[src/rtl/ddrphy_dll_update_ctrl_if.sv]
// ---------------------------------------------------------------------------
// ddrphy_dll_update_ctrl_if
//   Handshake bundle between the DDR PHY reset controller and the DLL update
//   controller.
//
//   Signals:
//     dll_update_req_rst_ctrl  reset ctrl -> dll ctrl  DLL update request
//     dll_update_ack_rst_ctrl  dll ctrl -> reset ctrl  DLL update acknowledge
//     dll_update_iorst_req     dll ctrl -> reset ctrl  IO-reset request
//     dll_update_iorst_ack     reset ctrl -> dll ctrl  IO-reset acknowledge
//
//   Modports:
//     master  reset-controller side
//     slave   DLL update controller side
// ---------------------------------------------------------------------------
`default_nettype none

interface ddrphy_dll_update_ctrl_if;
  logic dll_update_req_rst_ctrl;
  logic dll_update_ack_rst_ctrl;
  logic dll_update_iorst_req;
  logic dll_update_iorst_ack;

  modport master (
    output dll_update_req_rst_ctrl,
    input  dll_update_ack_rst_ctrl,
    input  dll_update_iorst_req,
    output dll_update_iorst_ack
  );

  modport slave (
    input  dll_update_req_rst_ctrl,
    output dll_update_ack_rst_ctrl,
    output dll_update_iorst_req,
    input  dll_update_iorst_ack
  );
endinterface

`default_nettype wire

[src/rtl/ddrphy_dll_update_ctrl.sv]
// ---------------------------------------------------------------------------
// ddrphy_dll_update_ctrl
//   Services the reset controller's DLL update request by freezing the DLL
//   output, pulsing the active-low code update strobe, letting the DLL settle,
//   and then acknowledging with a 4-phase handshake. Optionally re-runs the
//   same sequence periodically; after each periodic update it requests an IO
//   reset from the reset controller and waits for that handshake to finish.
//
//   Build option:
//     DDRPHY_DLL_PERIODIC_UPDATE_EN  defined: period timer, init_done, the
//       periodic source and the IO-reset handshake states are present.
//       Undefined: only the request/acknowledge handshake operates;
//       dll_update_iorst_req and o_iorst_timeout_err are tied low.
//
//   Ports:
//     clk                  clock
//     top_rst_n            asynchronous active-low reset
//     hs_if                slave side of the reset-controller handshake
//     i_dll_lock           DLL lock (asynchronous, synchronised here)
//     o_dll_freeze         DLL output freeze
//     o_dll_update_n       DLL code update strobe, active-low
//     o_update_busy        high whenever the FSM is not idle
//     o_iorst_timeout_err  sticky IO-reset handshake timeout flag
// ---------------------------------------------------------------------------
`default_nettype none

module ddrphy_dll_update_ctrl #(
  parameter int unsigned FREEZE_CYC  = 4,
  parameter int unsigned UPDATE_CYC  = 2,
  parameter int unsigned SETTLE_CYC  = 8,
  parameter int unsigned PERIOD_CYC  = 4096,
  parameter int unsigned ACK_TIMEOUT = 1024
) (
  input  wire logic                      clk,
  input  wire logic                      top_rst_n,
  ddrphy_dll_update_ctrl_if.slave        hs_if,
  input  wire logic                      i_dll_lock,
  output logic                           o_dll_freeze,
  output logic                           o_dll_update_n,
  output logic                           o_update_busy,
  output logic                           o_iorst_timeout_err
);

  // State encoding
  localparam logic [2:0] S_IDLE       = 3'd0;
  localparam logic [2:0] S_FREEZE     = 3'd1;
  localparam logic [2:0] S_UPDATE     = 3'd2;
  localparam logic [2:0] S_SETTLE     = 3'd3;
  localparam logic [2:0] S_ACK        = 3'd4;
`ifdef DDRPHY_DLL_PERIODIC_UPDATE_EN
  localparam logic [2:0] S_IORST_REQ  = 3'd5;
  localparam logic [2:0] S_IORST_WAIT = 3'd6;
`endif

  // Last phase-counter value of each timed state
  localparam logic [7:0] LP_FREEZE_LAST = 8'(FREEZE_CYC - 1);
  localparam logic [7:0] LP_UPDATE_LAST = 8'(UPDATE_CYC - 1);
  localparam logic [7:0] LP_SETTLE_LAST = 8'(SETTLE_CYC - 1);

  // Input synchronisers
  logic r_req_meta;
  logic r_req_s;

  // FSM and phase counter
  logic [2:0] r_state;
  logic [2:0] w_state_nxt;
  logic [7:0] r_phase_cnt;

  // Registered outputs
  logic r_freeze;
  logic r_update_n;
  logic r_ack;
  logic r_busy;

`ifdef DDRPHY_DLL_PERIODIC_UPDATE_EN
  localparam int unsigned       TO_W           = $clog2(ACK_TIMEOUT);
  localparam logic [TO_W-1:0]   LP_TO_LAST     = TO_W'(ACK_TIMEOUT - 1);
  localparam logic [15:0]       LP_PERIOD_LAST = 16'(PERIOD_CYC - 1);

  logic            r_lock_meta;
  logic            r_lock_s;
  logic            r_iack_meta;
  logic            r_iack_s;
  logic [15:0]     r_period_cnt;
  logic [TO_W-1:0] r_to_cnt;
  logic            r_init_done;
  logic            r_src_per;   // 1: current sequence came from the period timer
  logic            r_iorst_req;
  logic            r_err;
  logic            w_period_exp;
  logic            w_to_expire;
`else
  logic            w_unused_cfg;
`endif

  // -------------------------------------------------------------------------
  // Synchronisers
  // -------------------------------------------------------------------------
  // NOTE: state is updated with non-blocking assignments so every flop samples
  // pre-edge values; blocking here would collapse the 2-flop chain into one.
  always_ff @(posedge clk or negedge top_rst_n) begin
    if (!top_rst_n) begin
      r_req_meta <= 1'b0;
      r_req_s    <= 1'b0;
    end else begin
      r_req_meta <= hs_if.dll_update_req_rst_ctrl;
      r_req_s    <= r_req_meta;
    end
  end

`ifdef DDRPHY_DLL_PERIODIC_UPDATE_EN
  always_ff @(posedge clk or negedge top_rst_n) begin
    if (!top_rst_n) begin
      r_lock_meta <= 1'b0;
      r_lock_s    <= 1'b0;
      r_iack_meta <= 1'b0;
      r_iack_s    <= 1'b0;
    end else begin
      r_lock_meta <= i_dll_lock;
      r_lock_s    <= r_lock_meta;
      r_iack_meta <= hs_if.dll_update_iorst_ack;
      r_iack_s    <= r_iack_meta;
    end
  end

  // Periodic updates are held off until the reset controller's own update
  // has completed once, so no IO reset is requested mid PHY bring-up.
  assign w_period_exp = r_init_done && r_lock_s && (r_period_cnt == LP_PERIOD_LAST);
`endif

  // -------------------------------------------------------------------------
  // Next-state logic
  // -------------------------------------------------------------------------
  always_comb begin
    // NOTE: every combinational output gets a default before the case so no
    // path leaves it unassigned, which would otherwise infer a latch.
    w_state_nxt = r_state;
`ifdef DDRPHY_DLL_PERIODIC_UPDATE_EN
    w_to_expire = 1'b0;
`endif
    case (r_state)
      S_IDLE: begin
        if (r_req_s) begin
          w_state_nxt = S_FREEZE;
`ifdef DDRPHY_DLL_PERIODIC_UPDATE_EN
        end else if (w_period_exp) begin
          w_state_nxt = S_FREEZE;
`endif
        end
      end
      S_FREEZE: if (r_phase_cnt == LP_FREEZE_LAST) w_state_nxt = S_UPDATE;
      S_UPDATE: if (r_phase_cnt == LP_UPDATE_LAST) w_state_nxt = S_SETTLE;
      S_SETTLE: begin
        if (r_phase_cnt == LP_SETTLE_LAST) begin
`ifdef DDRPHY_DLL_PERIODIC_UPDATE_EN
          w_state_nxt = r_src_per ? S_IORST_REQ : S_ACK;
`else
          w_state_nxt = S_ACK;
`endif
        end
      end
      // A request already withdrawn still gets a one-cycle acknowledge.
      S_ACK: if (!r_req_s) w_state_nxt = S_IDLE;
`ifdef DDRPHY_DLL_PERIODIC_UPDATE_EN
      S_IORST_REQ: begin
        if (r_iack_s) begin
          w_state_nxt = S_IORST_WAIT;
        end else if (r_to_cnt == LP_TO_LAST) begin
          w_state_nxt = S_IDLE;
          w_to_expire = 1'b1;
        end
      end
      S_IORST_WAIT: begin
        if (!r_iack_s) begin
          w_state_nxt = S_IDLE;
        end else if (r_to_cnt == LP_TO_LAST) begin
          w_state_nxt = S_IDLE;
          w_to_expire = 1'b1;
        end
      end
`endif
      default: w_state_nxt = S_IDLE;
    endcase
  end

  // -------------------------------------------------------------------------
  // State, phase counter and Moore outputs (decoded from the next state so
  // outputs change on the same edge as the state register)
  // -------------------------------------------------------------------------
  always_ff @(posedge clk or negedge top_rst_n) begin
    if (!top_rst_n) begin
      r_state     <= S_IDLE;
      r_phase_cnt <= 8'd0;
      r_freeze    <= 1'b0;
      r_update_n  <= 1'b1;
      r_ack       <= 1'b0;
      r_busy      <= 1'b0;
    end else begin
      r_state <= w_state_nxt;

      if (w_state_nxt != r_state)
        r_phase_cnt <= 8'd0;
      else if (r_state == S_FREEZE || r_state == S_UPDATE || r_state == S_SETTLE)
        r_phase_cnt <= r_phase_cnt + 8'd1;
      else
        r_phase_cnt <= 8'd0;

      r_freeze   <= (w_state_nxt == S_FREEZE) || (w_state_nxt == S_UPDATE) ||
                    (w_state_nxt == S_SETTLE);
      r_update_n <= (w_state_nxt != S_UPDATE);
      r_ack      <= (w_state_nxt == S_ACK);
      r_busy     <= (w_state_nxt != S_IDLE);
    end
  end

`ifdef DDRPHY_DLL_PERIODIC_UPDATE_EN
  always_ff @(posedge clk or negedge top_rst_n) begin
    if (!top_rst_n) begin
      r_period_cnt <= 16'd0;
      r_to_cnt     <= '0;
      r_init_done  <= 1'b0;
      r_src_per    <= 1'b0;
      r_iorst_req  <= 1'b0;
      r_err        <= 1'b0;
    end else begin
      // Timer runs only while idle with a locked DLL; leaving idle reloads it.
      if (r_state != S_IDLE || w_state_nxt != S_IDLE || !r_lock_s || !r_init_done)
        r_period_cnt <= 16'd0;
      else
        r_period_cnt <= r_period_cnt + 16'd1;

      if (w_state_nxt != r_state)
        r_to_cnt <= '0;
      else if (r_state == S_IORST_REQ || r_state == S_IORST_WAIT)
        r_to_cnt <= r_to_cnt + 1'b1;

      if (r_state == S_ACK && w_state_nxt == S_IDLE)
        r_init_done <= 1'b1;

      // The request has priority when both sources fire in the same cycle.
      if (r_state == S_IDLE && w_state_nxt == S_FREEZE)
        r_src_per <= !r_req_s;

      r_iorst_req <= (w_state_nxt == S_IORST_REQ);
      r_err       <= r_err | w_to_expire;
    end
  end

  assign hs_if.dll_update_iorst_req = r_iorst_req;
  assign o_iorst_timeout_err        = r_err;
`else
  assign hs_if.dll_update_iorst_req = 1'b0;
  assign o_iorst_timeout_err        = 1'b0;
  assign w_unused_cfg = i_dll_lock ^ hs_if.dll_update_iorst_ack ^
                        (PERIOD_CYC > 0) ^ (ACK_TIMEOUT > 0);
`endif

  assign hs_if.dll_update_ack_rst_ctrl = r_ack;
  assign o_dll_freeze                  = r_freeze;
  assign o_dll_update_n                = r_update_n;
  assign o_update_busy                 = r_busy;

endmodule

`default_nettype wire

[src/flat_wrapper.sv]
// flat-port wrapper written by rule: the top's interface ports become plain ports
module ddrphy_dll_update_ctrl_flat 
#(
  parameter int unsigned FREEZE_CYC  = 4,
  parameter int unsigned UPDATE_CYC  = 2,
  parameter int unsigned SETTLE_CYC  = 8,
  parameter int unsigned PERIOD_CYC  = 4096,
  parameter int unsigned ACK_TIMEOUT = 1024
)
  (clk, top_rst_n, i_dll_lock, o_dll_freeze, o_dll_update_n, o_update_busy, o_iorst_timeout_err, hs_if_dll_update_req_rst_ctrl, hs_if_dll_update_ack_rst_ctrl, hs_if_dll_update_iorst_req, hs_if_dll_update_iorst_ack);
  ddrphy_dll_update_ctrl_if hs_if_i ();
  input  wire logic clk;
  input  wire logic top_rst_n;
  input  wire logic i_dll_lock;
  output logic o_dll_freeze;
  output logic o_dll_update_n;
  output logic o_update_busy;
  output logic o_iorst_timeout_err;
  input wire logic [$bits(hs_if_i.dll_update_req_rst_ctrl)-1:0] hs_if_dll_update_req_rst_ctrl;
  output wire logic [$bits(hs_if_i.dll_update_ack_rst_ctrl)-1:0] hs_if_dll_update_ack_rst_ctrl;
  output wire logic [$bits(hs_if_i.dll_update_iorst_req)-1:0] hs_if_dll_update_iorst_req;
  input wire logic [$bits(hs_if_i.dll_update_iorst_ack)-1:0] hs_if_dll_update_iorst_ack;
  assign hs_if_i.dll_update_req_rst_ctrl = hs_if_dll_update_req_rst_ctrl;
  assign hs_if_dll_update_ack_rst_ctrl = hs_if_i.dll_update_ack_rst_ctrl;
  assign hs_if_dll_update_iorst_req = hs_if_i.dll_update_iorst_req;
  assign hs_if_i.dll_update_iorst_ack = hs_if_dll_update_iorst_ack;
  ddrphy_dll_update_ctrl #(.FREEZE_CYC(FREEZE_CYC), .UPDATE_CYC(UPDATE_CYC), .SETTLE_CYC(SETTLE_CYC), .PERIOD_CYC(PERIOD_CYC), .ACK_TIMEOUT(ACK_TIMEOUT)) u_core (.clk(clk), .top_rst_n(top_rst_n), .hs_if(hs_if_i), .i_dll_lock(i_dll_lock), .o_dll_freeze(o_dll_freeze), .o_dll_update_n(o_dll_update_n), .o_update_busy(o_update_busy), .o_iorst_timeout_err(o_iorst_timeout_err));
endmodule
[config.mk]
export PLATFORM = sky130hd
export DESIGN_NAME = ddrphy_dll_update_ctrl_flat
export DESIGN_NICKNAME = d
export VERILOG_FILES = /design/src/rtl/ddrphy_dll_update_ctrl_if.sv /design/src/rtl/ddrphy_dll_update_ctrl.sv /design/src/flat_wrapper.sv
export SDC_FILE = /design/constraint.sdc
export NUM_CORES = 1
export LEC_CHECK = 0
export ABC_AREA = 1
export CAP_MARGIN = 20
export CORE_ASPECT_RATIO = 0.9
export CORE_MARGIN = 2
export CORE_UTILIZATION = 52
export CTS_CLUSTER_DIAMETER = 40
export DETAILED_ROUTE_END_ITERATION = 10
export PLACE_DENSITY = 0.76
export SLEW_MARGIN = 0
export SYNTH_ARGS = -nofsm -noshare
export SYNTH_HDL_FRONTEND = slang
export SYNTH_SLANG_ARGS = --single-unit
export TNS_END_PERCENT = 30
[constraint.sdc]
create_clock -name clk -period 1.9 [get_ports clk]
set_input_delay 0.57 -clock clk [delete_from_list [all_inputs] [get_ports clk]]
set_output_delay 0.57 -clock clk [all_outputs]
set_load 0.02 [all_outputs]
==> out/qor.yml, run 1 <==
status: "complete, no violations"
vdd_drop_max_uv: 737
routed_wl_mm: 1.28
synth_top_family_by_area: "simple AND/OR/NAND/NOR gates"
cts_tree: "yes"
die-area_um2: 1950
synth.cell_area_um2: 841
die_h_um: 42.1
power_density_nw_per_um2: 1190
regArea_um2: 427
hp-class: "reg2reg"
route.vias.total: 597
synthXorXnorAreaFrac_pct: 2.08
vias_per_cell: 4.56
start_kind: "flip-flop"
drcViolationCount: 0
yosysSeqAreaShare_pct: 50.7
arrival_ps: 1210
drive_gt1_share_pct: 19.3
crit_required_ps: 1330
synthDistinctLibCells: 25
coreArea_um2: 1480
initial_core_util_pct: 56.8
grt_overflow: 0
dpl.hpwl_mm: 1.03
grt_pass1_vias: 611
cellLeakagePower_nw: 0.468
antenna_found_initial: 0
synth_mux_area_share_pct: 0
synthToLayoutAreaGrowth_pct: 13.1
post-route-min-period_ps: 1780
clock_latency_ps: 290
slowest_delay_ps: 590
worst_setup_path_end_kind: "primary output"
drv_slew: 0
synth-seq-cells: 17
crit_family: "buffers and inverters"
cp_num_buf_inv: 1
nFillCells: 123
cts_inserted_buffers: 3
power_w: 0.00113
maxCapViolCount: 0
cts_max_level: 1
grt_pass1_wl_mm: 2.40
fin_crit_sh_pct: 93.7
worstSetupPathType: "reg2out"
utilization_pct: 64.2
path_cells: "clkdlybuf4s50_1"
holdBufCountCts: 0
drt_iter0_markers: 6
synthAdderAreaFrac_pct: 2.98
first_pass_iters: 4
postRouteAntennaNets: 0
hold_viol: 0
routabilityCongestion: 0.795
synthCells: 99
yosysWarnings: 0
wire_per_inst_um: 9.77
antennaDiodeCount: 0
cts.sinks: 17
finalInstanceArea_um2: 951
setup_tns_ps: 0
clk_path_buf_depth: 2
synth_simple_gate_area_share_pct: 31.3
rows: 13
grt_max_degree: 18
skew_ps: 7.52
path_clk_slew_ps: 100
fin_hold_ws_ps: 371
synth-compound-area-share_pct: 5.80
cts_root_buffer: "clkbuf_4"
rsz0062_at_grt: "no"
max_freq_ghz: 0.561
fin_nets: 117
setup_viol: 0
track_usage_pct: 16.9
slowest_stage: "clkdlybuf4s50_1"
critPathMaxFanout: 1
multi_input_area_um2: 362
die_w_um: 46.4
ios: 11
place_area_um2: 925
syn_area_per_cell_um2: 8.49
numPortBuffers: 6
-- what timing repair did --
action	CTS	global route
gates resized for setup	1	0
buffers inserted	0	0
endpoints found under the setup margin	1	0
-- cells in the mapped netlist --
library cell	instances	area [um2]
buf_4	2	15.0
nand3_1	2	10.0
dfrtp_1	16	400
xor2_1	2	17.5
o21ai_0	4	20.0
ha_1	2	25.0
nor2_1	18	67.6
conb_1	1	3.75
o21ai_2	1	8.76
nand2_4	1	11.3
nand2_2	3	18.8
nor3_1	3	15.0
inv_1	8	30.0
nor2_4	1	11.3
or2_1	1	6.26
nor2_2	2	12.5
o21ai_1	2	10.0
a21oi_1	2	10.0
nand3_2	1	10.0
nor3_2	1	10.0
inv_2	3	11.3
or2_2	2	12.5
and3_1	1	6.26
dfstp_2	1	26.3
nand2_1	19	71.3
-- cell type report --
cell class                      instances  area share [%]
Inverter                               11            4.34
Sequential cell                        17            44.9
Tap cell                               22            2.89
Clock buffer                            3            2.37
Multi-Input combinational cell         70            38.0
Timing Repair Buffer                    7            6.97
Clock inverter                          1           0.526
-- stage by stage --
step,worst slack [ps],cells
2_1_floorplan,467,100
3_3_place_gp,249,127
3_5_place_dp,247,127
4_1_cts,104,131
5_1_grt,62.2,131
6_report,119,131
-- flip-flops by register name, summed over array words and instances, names as in the netlist --
signal                                cells
u_core.r_phase_cnt                        8
u_core.r_state                            3
u_core.hs_if.dll_update_ack_rst_ctrl      1
u_core.o_dll_freeze                       1
u_core.o_dll_update_n                     1
u_core.o_update_busy                      1
u_core.r_req_meta                         1
u_core.r_req_s                            1
-- placed cells by master (no fill, tap or decap), types with 2 or more instances in the layout --
cell             synthesis  layout
inv_1                    8       8
nand3_1                  2       2
nor2_2                   2       2
nand2_2                  3       3
nand2_1                 19      19
o21ai_1                  2       2
dfrtp_1                 16      16
conb_1                   1       2
o21ai_0                  4       4
clkdlybuf4s50_1          0       5
or2_2                    2       2
inv_2                    3       3
ha_1                     2       2
a21oi_1                  2       2
xor2_1                   2       2
clkbuf_4                 0       3
nor3_1                   3       3
nor2_1                  18      18
-- logic make-up after synthesis --
group,Yosys count
other,1
adder cells (fa/ha/maj),2
AND/OR/NAND/NOR,55
buffers and inverters,13
AO/OA/AOI/OAI,9
flip-flops,17
XOR/XNOR,2
-- routing by layer --
layer  GRT usage (%)  up-vias  part of all wire (%)
met2            26.1       11                    46
met5               0        -                     0
li1                -      320                     -
met4            4.00        0                  0.55
met1            22.2      264                    49
met3            6.47        2                   4.4
-- path summary, 6_finish.rpt --
kind                                    endpoint  cells past startpoint             startpoint  slack [ps]
min in group asynchronous  u_core.r_phase_cnt[0]                      2              top_rst_n         590
setup / recovery                    o_dll_freeze                      1    u_core.o_dll_freeze         120
setup reg to reg            u_core.o_update_busy                      7  u_core.r_phase_cnt[0]         340
hold reg to reg                   u_core.r_req_s                      0      u_core.r_req_meta         370
max in group asynchronous  u_core.o_dll_update_n                      2              top_rst_n        1070
hold / removal                    u_core.r_req_s                      0      u_core.r_req_meta         370
-- where the power goes --
| part | switching (W) | total, W | internal, W | leakage, nW |
|---|---|---|---|---|
| sequential | 0.0000458 | 0.000482 | 0.000436 | 0.217 |
| combinational | 0.000283 | 0.000462 | 0.000179 | 0.234 |
| clock | 0.000107 | 0.000185 | 0.0000782 | 0.0177 |
| total | 0.000436 | 0.00113 | 0.000693 | 0.468 |
-- worst register-to-register path: stages (launching register included) --
cell,delay [ps]
dfrtp_1,400
ha_1,260
nand3_2,110
o21ai_2,170
nand2_2,100
nor2_4,130
nand2_1,80
or2_1,200
Note: power is estimated with default switching activity, not from simulation.
==> inputs of run 2 (changes only) <==
Settings changed: PLACE_DENSITY 0.76 to 0.75.
==> out/qor.yml, run 2 (synthesis results as in run 1) <==
fin_hold_ws_ps: 366
final_common_cell: "nand2_1"
r2r_start: "u_core.r_phase_cnt[0]"
numPortBuffers: 6
fin_crit_sh_pct: 93.6
vdd_drop_max_uv: 678
hp-class: "reg2reg"
critPathMaxFanout: 1
cp_num_buf_inv: 1
setup_tns_ps: 0
antenna_found_initial: 0
seqPwrFrac_pct: 42.7
path_cells: "clkdlybuf4s50_1"
die-area_um2: 1950
cts_resized: 1
post-route-min-period_ps: 1780
crit_family: "buffers and inverters"
hold_depth: 0
maxCapViolCount: 0
postRouteAntennaNets: 0
drive_gt1_share_pct: 19.3
wire_per_inst_um: 10.0
ff2ff_path_depth: 7
reg2reg_slack_ps: 310
cts_inserted_buffers: 3
path_clk_slew_ps: 100
slowest_delay_ps: 590
slowest_stage: "clkdlybuf4s50_1"
cts_max_level: 1
reg2reg_to: "u_core.o_update_busy"
utilization_pct: 64.2
die_h_um: 42.1
cts_tree: "yes"
clk_path_buf_depth: 2
largest_reg_flops: 8
swShare_pct: 38.7
arrival_ps: 1210
routabilityCongestion: 0.800
worst_setup_path_end_kind: "primary output"
ios: 11
hold_viol: 0
grt_pass1_vias: 613
largest_register: "u_core.r_phase_cnt"
preCtsSetupSlack_ps: 251
routed_wl_mm: 1.31
power_w: 0.00113
power_density_nw_per_um2: 1190
rows: 13
drt_iter0_markers: 8
first_pass_iters: 4
coreArea_um2: 1480
worstSetupPathType: "reg2out"
cts_root_buffer: "clkbuf_4"
grt_max_degree: 11
p_sw_w: 0.000436
fin_nets: 117
rsz0062_at_grt: "no"
cellLeakagePower_nw: 0.468
mostFrequentLayoutCells: "nand2_1, nor2_1, dfrtp_1"
dpl.hpwl_mm: 1.01
regArea_um2: 427
status: "complete, no violations"
vias_per_cell: 4.77
die_w_um: 46.4
setup_viol: 0
drv_slew: 0
nFillCells: 126
drcViolationCount: 0
grt_pass1_wl_mm: 2.44
whs_endpoint: "u_core.r_req_s"
skew_ps: 3.17
antennaDiodeCount: 0
top_regs: "u_core.r_phase_cnt: 8 flops, u_core.r_state: 3 flops"
initial_core_util_pct: 56.8
clock_latency_ps: 280
synthToLayoutAreaGrowth_pct: 13.1
multi_input_area_um2: 362
track_usage_pct: 17.0
route.vias.total: 625
crit_required_ps: 1330
clockPowerShare_pct: 16.6
hp-start: "u_core.r_req_meta"
p_int_w: 0.000692
start_kind: "flip-flop"
cts.sinks: 17
max_freq_ghz: 0.562
p_comb_share_pct: 40.7
grt_overflow: 0
cts_setup_buffers: 0
holdBufCountCts: 0
fin_ws_ps: 121
[run 2: cell counts in the layout (fill, tap and decap cells not counted)]
No cell type changed its count.
[run 2: metal layers]
layer / GRT usage, % / vias to the layer above / wire [um]
li1: - / 324 / -
met3: 3.88 / 5 / 48
met5: 0 / - / 0
met4: 6.86 / 0 / 30
met2: 26.9 / 12 / 619
met1: 21.9 / 284 / 611
[run 2: cell type report]
type | instances | share of cell area (%)
multi-input combinational | 70 | 38.0
tap | 22 | 2.89
timing repair buffer | 7 | 6.97
inverter | 11 | 4.34
sequential | 17 | 44.9
clock buffer | 3 | 2.37
clock inverter | 1 | 0.526
[run 2: how the worst max path moves through the flow]
stage,start,endpoint,slack [ps],cells after the start
final,u_core.hs_if.dll_update_ack_rst_ctrl,hs_if_dll_update_ack_rst_ctrl,120,1
after global routing,u_core.o_update_busy,o_update_busy,60,1
after CTS,u_core.hs_if.dll_update_ack_rst_ctrl,hs_if_dll_update_ack_rst_ctrl,110,1
after detailed placement,u_core.o_dll_update_n,o_dll_update_n,250,1
after global placement,u_core.o_dll_update_n,o_dll_update_n,250,1
after floorplan,u_core.r_phase_cnt[0],u_core.o_update_busy,470,7
[run 2: power by group through the flow]
stage | clock network (W) | logic [W] | registers, W
after floorplan | 0 | 0.000320 | 0.000514
final | 0.000187 | 0.000459 | 0.000482
after detailed placement | 0 | 0.000467 | 0.000489
after CTS | 0.000193 | 0.000467 | 0.000481
after global placement | 0 | 0.000459 | 0.000486
after global routing | 0.000210 | 0.000529 | 0.000491
[run 2: metrics by stage]
stage,area [um2],instances
finish,951,131
global route,951,131
CTS,951,131
detailed placement,925,127
global placement,925,127
floorplan,845,100
